[src/rtl/addsub_bist_pkg.sv]
// rtl/addsub_bist_pkg.sv - shared constants for the adder/subtractor BIST engine
package addsub_bist_pkg;

    localparam int NUM_VECTORS = 512;
    localparam int VEC_W       = 9;

    // vec = {A[3:0], B[3:0], subtract}
    localparam int A_MSB   = 8;
    localparam int A_LSB   = 5;
    localparam int B_MSB   = 4;
    localparam int B_LSB   = 1;
    localparam int SUB_BIT = 0;

    localparam logic [VEC_W-1:0] LAST_VEC = VEC_W'(NUM_VECTORS - 1);

    typedef logic [1:0] state_t;
    localparam state_t ST_IDLE  = 2'd0;
    localparam state_t ST_WAIT  = 2'd1;
    localparam state_t ST_CHECK = 2'd2;
    localparam state_t ST_DONE  = 2'd3;

endpackage

[src/rtl/addsub_golden.sv]
// rtl/addsub_golden.sv - combinational reference model of the 4-bit adder/subtractor
module addsub_golden (
    input  logic [3:0] a,
    input  logic [3:0] b,
    input  logic       subtract,
    output logic [3:0] exp_result,
    output logic       exp_cout
);

    logic [4:0] sum;

    // Subtract as A + ~B + 1 so Cout = 1 means no borrow
    assign sum = subtract ? ({1'b0, a} + {1'b0, ~b} + 5'd1)
                          : ({1'b0, a} + {1'b0, b});

    assign {exp_cout, exp_result} = sum;

endmodule

[src/rtl/addsub_bist.sv]
// rtl/addsub_bist.sv - exhaustive BIST sweep for the adder/subtractor; ADDSUB_BIST_STOP_ON_FAIL_EN stops at first mismatch
module addsub_bist
    import addsub_bist_pkg::*;
#(
    parameter int SETTLE_CYCLES = 1
) (
    input  logic       clk,
    input  logic       rst_n,
    input  logic       start,
    input  logic [3:0] dut_result,
    input  logic       dut_cout,
    output logic [3:0] dut_a,
    output logic [3:0] dut_b,
    output logic       dut_subtract,
    output logic       busy,
    output logic       done,
    output logic       pass,
    output logic [9:0] err_count,
    output logic [8:0] first_fail_vec
);

    localparam int CNT_W = (SETTLE_CYCLES > 1) ? $clog2(SETTLE_CYCLES) : 1;
    localparam logic [CNT_W-1:0] CNT_LAST = CNT_W'(SETTLE_CYCLES - 1);

    state_t           state;
    logic [VEC_W-1:0] vec;
    logic [CNT_W-1:0] cnt;
    logic [3:0]       exp_result;
    logic             exp_cout;
    logic             mismatch;
    logic             stop_now;

    assign dut_a        = vec[A_MSB:A_LSB];
    assign dut_b        = vec[B_MSB:B_LSB];
    assign dut_subtract = vec[SUB_BIT];

    addsub_golden u_golden (
        .a          (dut_a),
        .b          (dut_b),
        .subtract   (dut_subtract),
        .exp_result (exp_result),
        .exp_cout   (exp_cout)
    );

    assign mismatch = (dut_result != exp_result) || (dut_cout != exp_cout);

`ifdef ADDSUB_BIST_STOP_ON_FAIL_EN
    assign stop_now = mismatch;
`else
    assign stop_now = 1'b0;
`endif

    always_ff @(posedge clk or negedge rst_n) begin
        if (!rst_n) begin
            state          <= ST_IDLE;
            vec            <= '0;
            cnt            <= '0;
            err_count      <= '0;
            first_fail_vec <= '0;
        end else begin
            case (state)
                ST_IDLE, ST_DONE: begin
                    if (start) begin
                        vec            <= '0;
                        cnt            <= '0;
                        err_count      <= '0;
                        first_fail_vec <= '0;
                        state          <= ST_WAIT;
                    end
                end
                ST_WAIT: begin
                    if (cnt == CNT_LAST) begin
                        state <= ST_CHECK;
                    end else begin
                        cnt <= cnt + CNT_W'(1);
                    end
                end
                ST_CHECK: begin
                    if (mismatch) begin
                        err_count <= err_count + 10'd1;
                        if (err_count == '0) begin
                            first_fail_vec <= vec;
                        end
                    end
                    // On a stop the vector is left as-is so dut_* still shows the failure
                    if (vec == LAST_VEC || stop_now) begin
                        state <= ST_DONE;
                    end else begin
                        vec   <= vec + VEC_W'(1);
                        cnt   <= '0;
                        state <= ST_WAIT;
                    end
                end
                default: state <= ST_IDLE;
            endcase
        end
    end

    assign busy = (state == ST_WAIT) || (state == ST_CHECK);
    assign done = (state == ST_DONE);
    assign pass = done && (err_count == '0);

endmodule

[config.mk]
export PLATFORM = sky130hd
export DESIGN_NAME = addsub_bist
export DESIGN_NICKNAME = d
export VERILOG_FILES = /design/src/rtl/addsub_bist_pkg.sv /design/src/rtl/addsub_golden.sv /design/src/rtl/addsub_bist.sv
export SDC_FILE = /design/constraint.sdc
export NUM_CORES = 1
export LEC_CHECK = 0
export ABC_AREA = 1
export BUFFER_PORTS_ARGS = -buffer_cell sky130_fd_sc_hd__buf_2
export CAP_MARGIN = 5
export CORE_ASPECT_RATIO = 1.5
export CORE_MARGIN = 4
export CORE_UTILIZATION = 46
export CTS_CLUSTER_SIZE = 14
export DETAILED_ROUTE_END_ITERATION = 10
export PLACE_DENSITY = 0.79
export SLEW_MARGIN = 10
export SYNTH_ARGS = -nofsm -noshare
export SYNTH_HDL_FRONTEND = slang
export SYNTH_SLANG_ARGS = --single-unit
[constraint.sdc]
create_clock -name clk -period 2.07 [get_ports clk]
set_input_delay 0.207 -clock clk [delete_from_list [all_inputs] [get_ports clk]]
set_output_delay 0.207 -clock clk [all_outputs]
set_load 0.02 [all_outputs]
Word level (Yosys, flattened, before mapping)
Cells that the tools add are included.
{"block": "totals", "reg_bits": 31, "out_inout_bits": 31}
{"block": "classes", "n_addsub": 6, "eq_ne": 11, "n_mux": 18, "n_bitwise": 1, "reduce_logical": 12}
{"operator": "2-to-1 mux 9 bit", "count": 4}
{"operator": "one-hot mux 9 bit (2 select lines)", "count": 2}
{"operator": "2-to-1 mux 10 bit", "count": 2}
{"operator": "one-hot mux 10 bit (2 select lines)", "count": 1}
{"operator": "adder 10 x 1 -> 10 bit (second input constant)", "count": 1}
{"operator": "adder 4 x 4 -> 5 bit", "count": 2}
{"operator": "zero test 10 bit", "count": 1}
{"operator": "inequality test 2 bit (second input constant)", "count": 5}
{"operator": "adder 9 x 1 -> 9 bit (second input constant)", "count": 1}
{"operator": "== test 9 bit (second input constant)", "count": 1}
{"operator": "2-to-1 mux 2 bit", "count": 3}
{"operator": "one-hot mux 2 bit (3 select lines)", "count": 1}
{"operator": "AND reduction 3 bit", "count": 2}
{"operator": "adder 5 x 1 -> 5 bit (second input constant)", "count": 1}
{"operator": "2-to-1 mux 5 bit", "count": 1}
{"operator": "== test 2 bit (second input constant)", "count": 2}
{"operator": "inequality test 4 bit", "count": 1}
{"operator": "NOT 4 bit", "count": 1}
{"operator": "AND reduction 2 bit", "count": 2}
{"operator": "AND reduction 4 bit", "count": 1}
{"operator": "2-to-1 mux 1 bit", "count": 3}
{"operator": "one-hot mux 1 bit (3 select lines)", "count": 1}
{"operator": "== test 2 x 1 -> 1 bit (second input constant)", "count": 1}
{"operator": "zero test 2 bit", "count": 1}
{"operator": "other kinds (6)", "count": 7}

Depth between registers and ports, before layout
Gate-level depths: netlist (run 1).
{"block": "depth", "word_depth": 8, "ltp_mapped": 15}

By module
From an unflattened synthesis (run 1), not the netlist that was laid out.
{"block": "hier_totals", "hier_cells": 310, "area_unflattened_um2": 2207.1}
{"mod": "addsub_bist", "n_inst": 1, "cells_per_inst": 260, "area_per_inst_um2": 1903.1, "seq_area_each_um2": 750.7}
{"mod": "addsub_golden", "n_inst": 1, "cells_per_inst": 50, "area_per_inst_um2": 304.0, "seq_area_each_um2": 0.0}

Worst setup path after synthesis (run 1)
OpenSTA, ideal clock, no wires.
{"block": "synth_timing", "path_type": "reg2reg", "start": "register vec[5]", "end": "register err_count[1]", "arrival_ns": 2.076, "required_ns": 1.949, "slack_ns": -0.127, "stages_incl_launch_ff": 14, "synth_period_minus_slack_ns": 2.197, "cell_sequence": "dfrtp_1 -> inv_1 -> ha_1 -> fa_1 -> inv_1 -> nand2_1 -> o21ai_0 -> nand2_1 -> nand3_1 -> nor2_1 -> nand3_2 -> nand2_2 -> buf_6 -> o21ai_1"}
{"block": "synth_between", "elab_chain_len": 7, "elab_cells_between_ends": 9, "classes_between": "add/sub: 3; eq/ne: 3; mux: 1; reduce/logical: 2"}
{"item": "from (decl)", "line_no": "addsub_bist.sv:26", "text": "logic [VEC_W-1:0] vec;"}
{"item": "from (signal assigned)", "line_no": "addsub_bist.sv:89", "text": "vec <= vec + VEC_W'(1);"}
{"item": "adder 4 x 4 -> 5 bit", "line_no": "addsub_golden.sv:13", "text": "assign sum = subtract ? ({1'b0, a} + {1'b0, ~b} + 5'd1)"}
{"item": "adder 5 x 1 -> 5 bit", "line_no": "addsub_golden.sv:13"}
{"item": "2-to-1 mux 5 bit (*)", "line_no": "addsub_golden.sv:13"}
{"item": "inequality test 4 bit or inequality test 1 bit (tied branches)", "line_no": "addsub_bist.sv:45", "text": "assign mismatch = (dut_result != exp_result) || (dut_cout != exp_cout);"}
{"item": "logical OR 1 bit (*)", "line_no": "addsub_bist.sv:45"}
{"item": "inequality test 2 bit (no source line) (*)"}
{"item": "AND reduction 3 bit (no source line) (*)"}
{"item": "to (signal assigned)", "line_no": "addsub_bist.sv:80", "text": "err_count <= err_count + 10'd1;"}
{"item": "to (decl)", "line_no": "addsub_bist.sv:18", "text": "output logic [9:0] err_count,"}
Mark *: on every way between the ends. The rest lies on a longest branch, timed or not.
A chain may end at the register's enable or synchronous reset.

Final worst setup path (run 1)
{"block": "layout_timing", "start": "register vec[5]", "end": "register err_count[2]"}
Same word-level chain as after synthesis.

==> reports/summary.txt, run 1 <==
Core Region - 4504 µm²
Routed wire length - 5531 µm
Reg2Reg Depth - 14
Final Non-Filler Cells - 402
Largest net degree at the start of global routing - 31
CP max-delay cell - fa_1
Worst path max stage delay - 0.47 ns
CTS HTree Levels - 2
Final count of hold timing violations - 0
Yosys reg bits - 30
HPWL after detailed placement - 3903 µm
Yosys warns - 0
Reg area - 755.7 µm²
Worst slew pin tran - 0.6968 ns
CTS root buf - clkbuf_8
RSZ-0062 raised after global routing - true
Max-cap check violation count - 0
Synth area leader - dfrtp_1
GR Overflow Total - 0
Design Power - 3.178 mW
CTS tree - done
Gr usage total - 0.1930
Number of vias per cell - 5.323
Post-synthesis async set-or-reset flop share - 1.000
Row count - 30
Setup TNS - -0.6603 ns
Leakage - 1.565 nW
Synth area leaders - dfrtp_1 (35%), nand2_1 (15%), ha_1 (8.8%), inv_1 (8.1%), nand3_1 (4.9%)
Layout cells sized above 1 - 0.3136
Most used cell, CP - nand2_1
Clock transition at path regs - 0.07 ns
Initial drt markers - 82
Post-synth top area share - 0.3505
Power per standard cell area - 1126 nW/µm²
Register area share after synthesis - 0.3505
Post-Place Cells - 387
Clock skew - 0.006547 ns
Final net count - 378
Diode count - 0
Synth cell types - 33
Seq pwr share - 0.224
Crit-path cells - inv_2 -> ha_4 -> fa_1 -> inv_1 -> nand2_1 -> o21ai_1 -> nand2_1 -> nand3_2 -> nor2_4 -> nand3_4 -> nand2_8 -> clkbuf_16 -> nand2_1 -> o21ai_2
Post-Syn Nets - 315
Gate Count Post-Synth - 290
Worst path depth - 14
Area Growth Syn to Fin - 31.78%
Final setup viols - 19
Die area - 5835 µm²
Class of the worst hold path - in2reg
Crit end category - flip-flop
PortBufs - 38
Period minus WS final - 2.127 ns
Vias in the first global route - 2,022
Logic pwr share - 0.596
Failing checks - setup timing
Fmax - 0.4700 GHz
Clk sinks - 30
Drt pass-1 iters - 4
Crit path max-delay family - simple AND/OR/NAND/NOR gates
Post-route ant nets - 0
GP Congestion - 0.9622
Util after Layout - 0.6267
Vias - 2,140
Critical Path Fanout Max - 5
Switching fraction of total power - 0.4453
Peak VDD IR - 0.5163 mV
Initial antenna violation count - 0
Slew Limit Fails - 0
Startpoint Class - flip-flop
Remaining DRCs - 0
Initial Util - 0.4756
DIE HEIGHT - 91.58 µm
Setup CP Type - reg2reg
Worst EP required - 2.29 ns
Layout filler cell count - 382
Clock latency at the later pin of the worst-skew pair - 0.28 ns
Multi-input combinational cell area - 1282 µm²
Post-Syn Area - 2142 µm²
Final worst setup slack - -0.05746 ns
Hold Path Cell Cnt - 4
Int Power - 1.763 mW
Final worst-path cycle share - 1.028
Max Buffers Root-to-Sink - 2
Io pins - 39
First-pass GRT wire length - 9128 µm
Max-slew headroom - 0.5355
Worst path arrival time - 2.35 ns
Outcome - complete, but fails checks
EDFF count, synth - 0
Wire per inst - 13.76 µm
Num CTS Buffers - 5
Clock power frac - 0.180
Sum of buffers and inverters on the critical path - 3
NetSw - 1.415 mW
Die Width - 63.72 µm
Syn_area_per_cell - 7.386 µm²
Main synth FF type - dfrtp_1
==> stage by stage <==
step	setup WS, ns	hold WS, ns	cell area, µm²
final	-0.05746	0.2350	2823
after CTS	-0.03710	0.2330	2718
after global placement	0.008389	0.2892	2492
after floorplan	0.006741	-0.08859	2148
after global routing	-0.2232	0.2631	2823
after detailed placement	-0.06277	0.2891	2492
==> tightest hold or removal path, stage by stage <==
cell	delay, ns
buf_2	0.07
inv_1	0.03
nand2_1	0.09
a21oi_1	0.08
==> power groups by stage <==
stage | Combinational, mW | Sequential (mW) | Clock (mW)
finish | 1.89 | 0.713 | 0.572
global route | 2.07 | 0.725 | 0.597
detailed placement | 1.38 | 0.716 | 0
global placement | 1.36 | 0.714 | 0
floorplan | 0.921 | 0.765 | 0
CTS | 1.63 | 0.709 | 0.571
==> worst paths after layout <==
check                           slack, ns                          start                             to
worst max register to register      -0.06             vec[5]$_DFFE_PN0P_       err_count[2]$_DFFE_PN0P_
worst max-delay path                -0.06             vec[5]$_DFFE_PN0P_       err_count[2]$_DFFE_PN0P_
max in group asynchronous            1.07                          rst_n             vec[5]$_DFFE_PN0P_
worst min register to register       0.47  first_fail_vec[6]$_DFFE_PN0P_  first_fail_vec[6]$_DFFE_PN0P_
min in group asynchronous            0.49                          rst_n       err_count[7]$_DFFE_PN0P_
worst min-delay path                 0.23                          start           state[0]$_DFFE_PN0P_
==> what timing repair did <==
action                                 CTS  global route
resized for setup                       15            19
hold buffers                             1             0
cloned                                   2             1
endpoints found under the hold margin   30             0
setup endpoints to repair               19            21
setup buffers                            2             2
pin swaps                                2             6
==> cell type report <==
type / count / area share
multi-input cells: 206 / 0.4543
inverters: 47 / 0.06250
repair buffers: 63 / 0.1551
clock buffers: 8 / 0.03901
well taps: 48 / 0.02128
flip-flops and latches: 30 / 0.2677
==> routing by layer <==
metal	global-route usage	share of wire	up-vias
li1	-	-	1054
met1	0.2153	0.38	986
met2	0.3444	0.53	77
met3	0.03342	0.048	23
met4	0.09730	0.036	0
met5	0	0	-
==> cell families (layout without fill, tap and decap cells) <==
| kind of cell | after synthesis | in the layout | share of synthesized area |
|---|---|---|---|
| xor gates and xnor gates | 4 | 4 | 0.01636 |
| buffers and inverters | 55 | 118 | 0.1110 |
| DFF | 30 | 30 | 0.3505 |
| adders and majority gates | 17 | 17 | 0.1063 |
| AOI/OAI and AO/OA | 32 | 32 | 0.09288 |
| and+or+nand+nor | 152 | 153 | 0.3230 |
==> registers in the layout, summed over array words and instances, names as in the netlist <==
register and count:
err_count 10, state 2, first_fail_vec 9, vec 9
==> synthesized netlist by cell type (2+ instances only) <==
cell type,number
o21ai_2,8
and3b_1,2
dfrtp_1,30
a21oi_1,4
nand3_1,21
fa_1,2
xor2_1,3
inv_1,46
nor3_1,2
nor2_1,18
ha_1,15
nand4_1,12
buf_4,2
clkbuf_1,2
nor4_1,4
o21ai_1,3
buf_6,3
nand2_1,84
o21ai_0,14
nand2_2,2
==> layout by cell type (no fill, tap or decap), drive strengths merged, types with 4 or more instances in the layout <==
master,Yosys,layout
nor4,4,4
nand3,23,24
dfrtp,30,30
o21ai,25,25
nor2,19,19
nand2,86,86
buf,6,61
nand4,12,12
inv,47,47
a21oi,4,4
ha,15,15
clkbuf,2,9
No activity file was read; power rests on OpenSTA's default activity.
==> run 2: changes to the inputs <==
ABC_AREA = default   (was 1)
==> run 2 against run 1 <==
Compared with the run above:
- the flow still finishes with violations (setup timing)
- synthesized cell count fell by 18%
- core utilization rose by 4.3 points
- clock power fell by 13%
- sequential share of layout area fell by 1.6 points
- flip-flop and latch count did not move
- worst hold slack improved by 0.030 ns
- clock skew fell by 0.0010 ns
- critical endpoint is now first_fail_vec[2]$_DFFE_PN0P_
- largest cell class unchanged
==> reports/summary.txt, run 2 <==
Final net count - 342
Main synth FF type - dfrtp_1
Setup CP Type - reg2reg
Io pins - 39
Yosys reg bits - 30
Routed wire length - 6404 µm
Synth area leaders - dfrtp_1 (35%), ha_1 (8.8%), o21ai_0 (4.2%), nand3_1 (3.8%), a22o_1 (3.7%)
Register area share after synthesis - 0.3525
Max-slew headroom - 0.5368
DP Area - 2654 µm²
CTS root buf - clkbuf_8
Post-synthesis async set-or-reset flop share - 1.000
Final Non-Filler Cells - 365
Layout filler cell count - 366
Num CTS Buffers - 5
Max Buffers Root-to-Sink - 2
Critical Path Fanout Max - 7
Max reg flops - 10
Synth cell types - 43
Mux contribution to synthesized area - 0.01469
Yosys warns - 0
Cell with the most instances after synthesis - dfrtp_1
Power per standard cell area - 731.7 nW/µm²
Largest net degree at the start of global routing - 31
Remaining DRCs - 0
Slew Limit Fails - 0
Synth Area in Compound Gates - 0.2051
Worst path arrival time - 2.76 ns
Gr usage total - 0.2220
PortBufs - 38
Most flop-heavy register - err_count
GR Overflow Total - 0
Failing checks - setup timing
Post-synth top area share - 0.3525
Final worst-path cycle share - 1.249
Worst EP required - 2.24 ns
Adder-cell area share of the yosys netlist - 0.1069
Post-Syn Area - 2130 µm²
Gate Count Post-Synth - 237
Initial antenna violation count - 0
Drt pass-1 iters - 5
Area Growth Syn to Fin - 41.72%
GP Congestion - 0.8108
R2r setup slk - -0.51 ns
Clock latency at the later pin of the worst-skew pair - 0.29 ns
Post-Synth XOR/XNOR Area - 0.03290
Initial Util - 0.4728
Synth area leader - dfrtp_1
Wire per inst - 17.55 µm
Simple-Gate Fraction of Synth Area - 0.2203
Crit end category - flip-flop
Design Power - 2.208 mW
Row count - 30
Util after Layout - 0.6700
RSZ-0062 raised after global routing - true
Post-route ant nets - 0
Top flop regs - err_count: 10 flops, first_fail_vec: 9 flops, vec: 9 flops
Main combinational cell family by area after synthesis - simple AND/OR/NAND/NOR gates
Syn_area_per_cell - 8.985 µm²
First-pass GRT wire length - 10,210 µm
Most frequent cells after synthesis - dfrtp_1 (30), nand2_1 (21), o21ai_0 (18)
Layout cells sized above 1 - 0.4164
Final count of hold timing violations - 0
Vias - 2,219
Clock transition at path regs - 0.07 ns
Die area - 5804 µm²
DIE HEIGHT - 91.33 µm
Final setup viols - 19
Startpoint Class - flip-flop
Design area - 3018 µm²
CTS HTree Levels - 2
EDFF count, synth - 0
CTS tree - done
Vias in the first global route - 2,116
Post-Place Cells - 348
Fmax - 0.3869 GHz
Clock skew - 0.005552 ns
Most frequent cells in the layout - buf_4 (38), buf_2 (38), dfrtp_1 (24)
Clk sinks - 30
Worst slew pin tran - 0.6947 ns
Die Width - 63.56 µm
Number of vias per cell - 6.079
Class of the worst hold path - in2reg
Outcome - complete, but fails checks
Period minus WS final - 2.585 ns
HPWL after detailed placement - 4365 µm
Leakage - 1.364 nW
Initial drt markers - 123
Core Region - 4504 µm²
Final worst setup slack - -0.5147 ns
Post-Syn Nets - 262
Diode count - 0
Peak VDD IR - 0.3816 mV
Max-cap check violation count - 0
==> run 2: final timing paths <==
kind / to / start / cells past startpoint
max: first_fail_vec[2]$_DFFE_PN0P_ / vec[5]$_DFFE_PN0P_ / 11
min: state[1]$_DFFE_PN0P_ / start / 3
max reg2reg: first_fail_vec[2]$_DFFE_PN0P_ / vec[5]$_DFFE_PN0P_ / 11
min reg2reg: first_fail_vec[2]$_DFFE_PN0P_ / first_fail_vec[2]$_DFFE_PN0P_ / 1
max in group asynchronous: vec[5]$_DFFE_PN0P_ / rst_n / 2
min in group asynchronous: state[0]$_DFFE_PN0P_ / rst_n / 2
==> run 2: area by class of cell <==
cell class / instances / area [µm²] / area share
tap: 48 / 60.06 / 0.01990
clock buffer: 7 / 86.33 / 0.02861
multi-input combinational: 179 / 1461 / 0.4842
sequential: 30 / 758.2 / 0.2512
inverter: 15 / 56.30 / 0.01866
timing repair buffer: 86 / 595.6 / 0.1973
==> run 2: cells by family after synthesis <==
logic type,Yosys count
XOR/XNOR,8
AND/OR/NAND/NOR,91
adder cells (fa/ha/maj),17
multiplexers,3
AO/OA/AOI/OAI,60
buffers and inverters,28
flip-flops,30
==> run 2: metrics by stage <==
stage	setup WS [ns]	hold WS (ns)	setup TNS, ns
2_1_floorplan	-0.4562	-0.08859	-6.336
3_3_place_gp	-0.4850	0.2832	-8.172
3_5_place_dp	-0.5721	0.2976	-9.815
4_1_cts	-0.5485	0.2660	-8.931
5_1_grt	-0.6305	0.2899	-11.02
6_report	-0.5147	0.2654	-8.662
==> run 2: where the power goes <==
group	leakage, nW	internal (mW)	switching (mW)
registers	0.404	0.622	0.0383
logic	0.915	0.389	0.662
clock network	0.0443	0.264	0.233
total	1.36	1.27	0.934
==> run 2: critical path, cell delays in order (launching register included) <==
cell	delay (ns)
dfrtp_2	0.44
inv_2	0.10
ha_4	0.14
fa_2	0.43
mux2i_2	0.19
xnor2_1	0.14
nand3_1	0.15
a2111oi_4	0.31
buf_6	0.20
buf_12	0.12
o41ai_1	0.06
a22o_1	0.18
==> run 2: routing by layer <==
metal / vias to the layer above / GRT usage / part of all wire
met4: 0 / 0.1135 / 0.027
li1: 1022 / - / -
met3: 13 / 0.02599 / 0.042
met1: 1114 / 0.2598 / 0.40
met2: 70 / 0.3906 / 0.54
met5: - / 0 / 0
==> run 2: repair_timing <==
action	CTS	global route
hold buffers	1	0
gates cloned	1	0
setup buffers	9	2
pin swaps	19	14
gates resized for setup	26	19
setup endpoints to repair	20	26
endpoints found under the hold margin	30	0
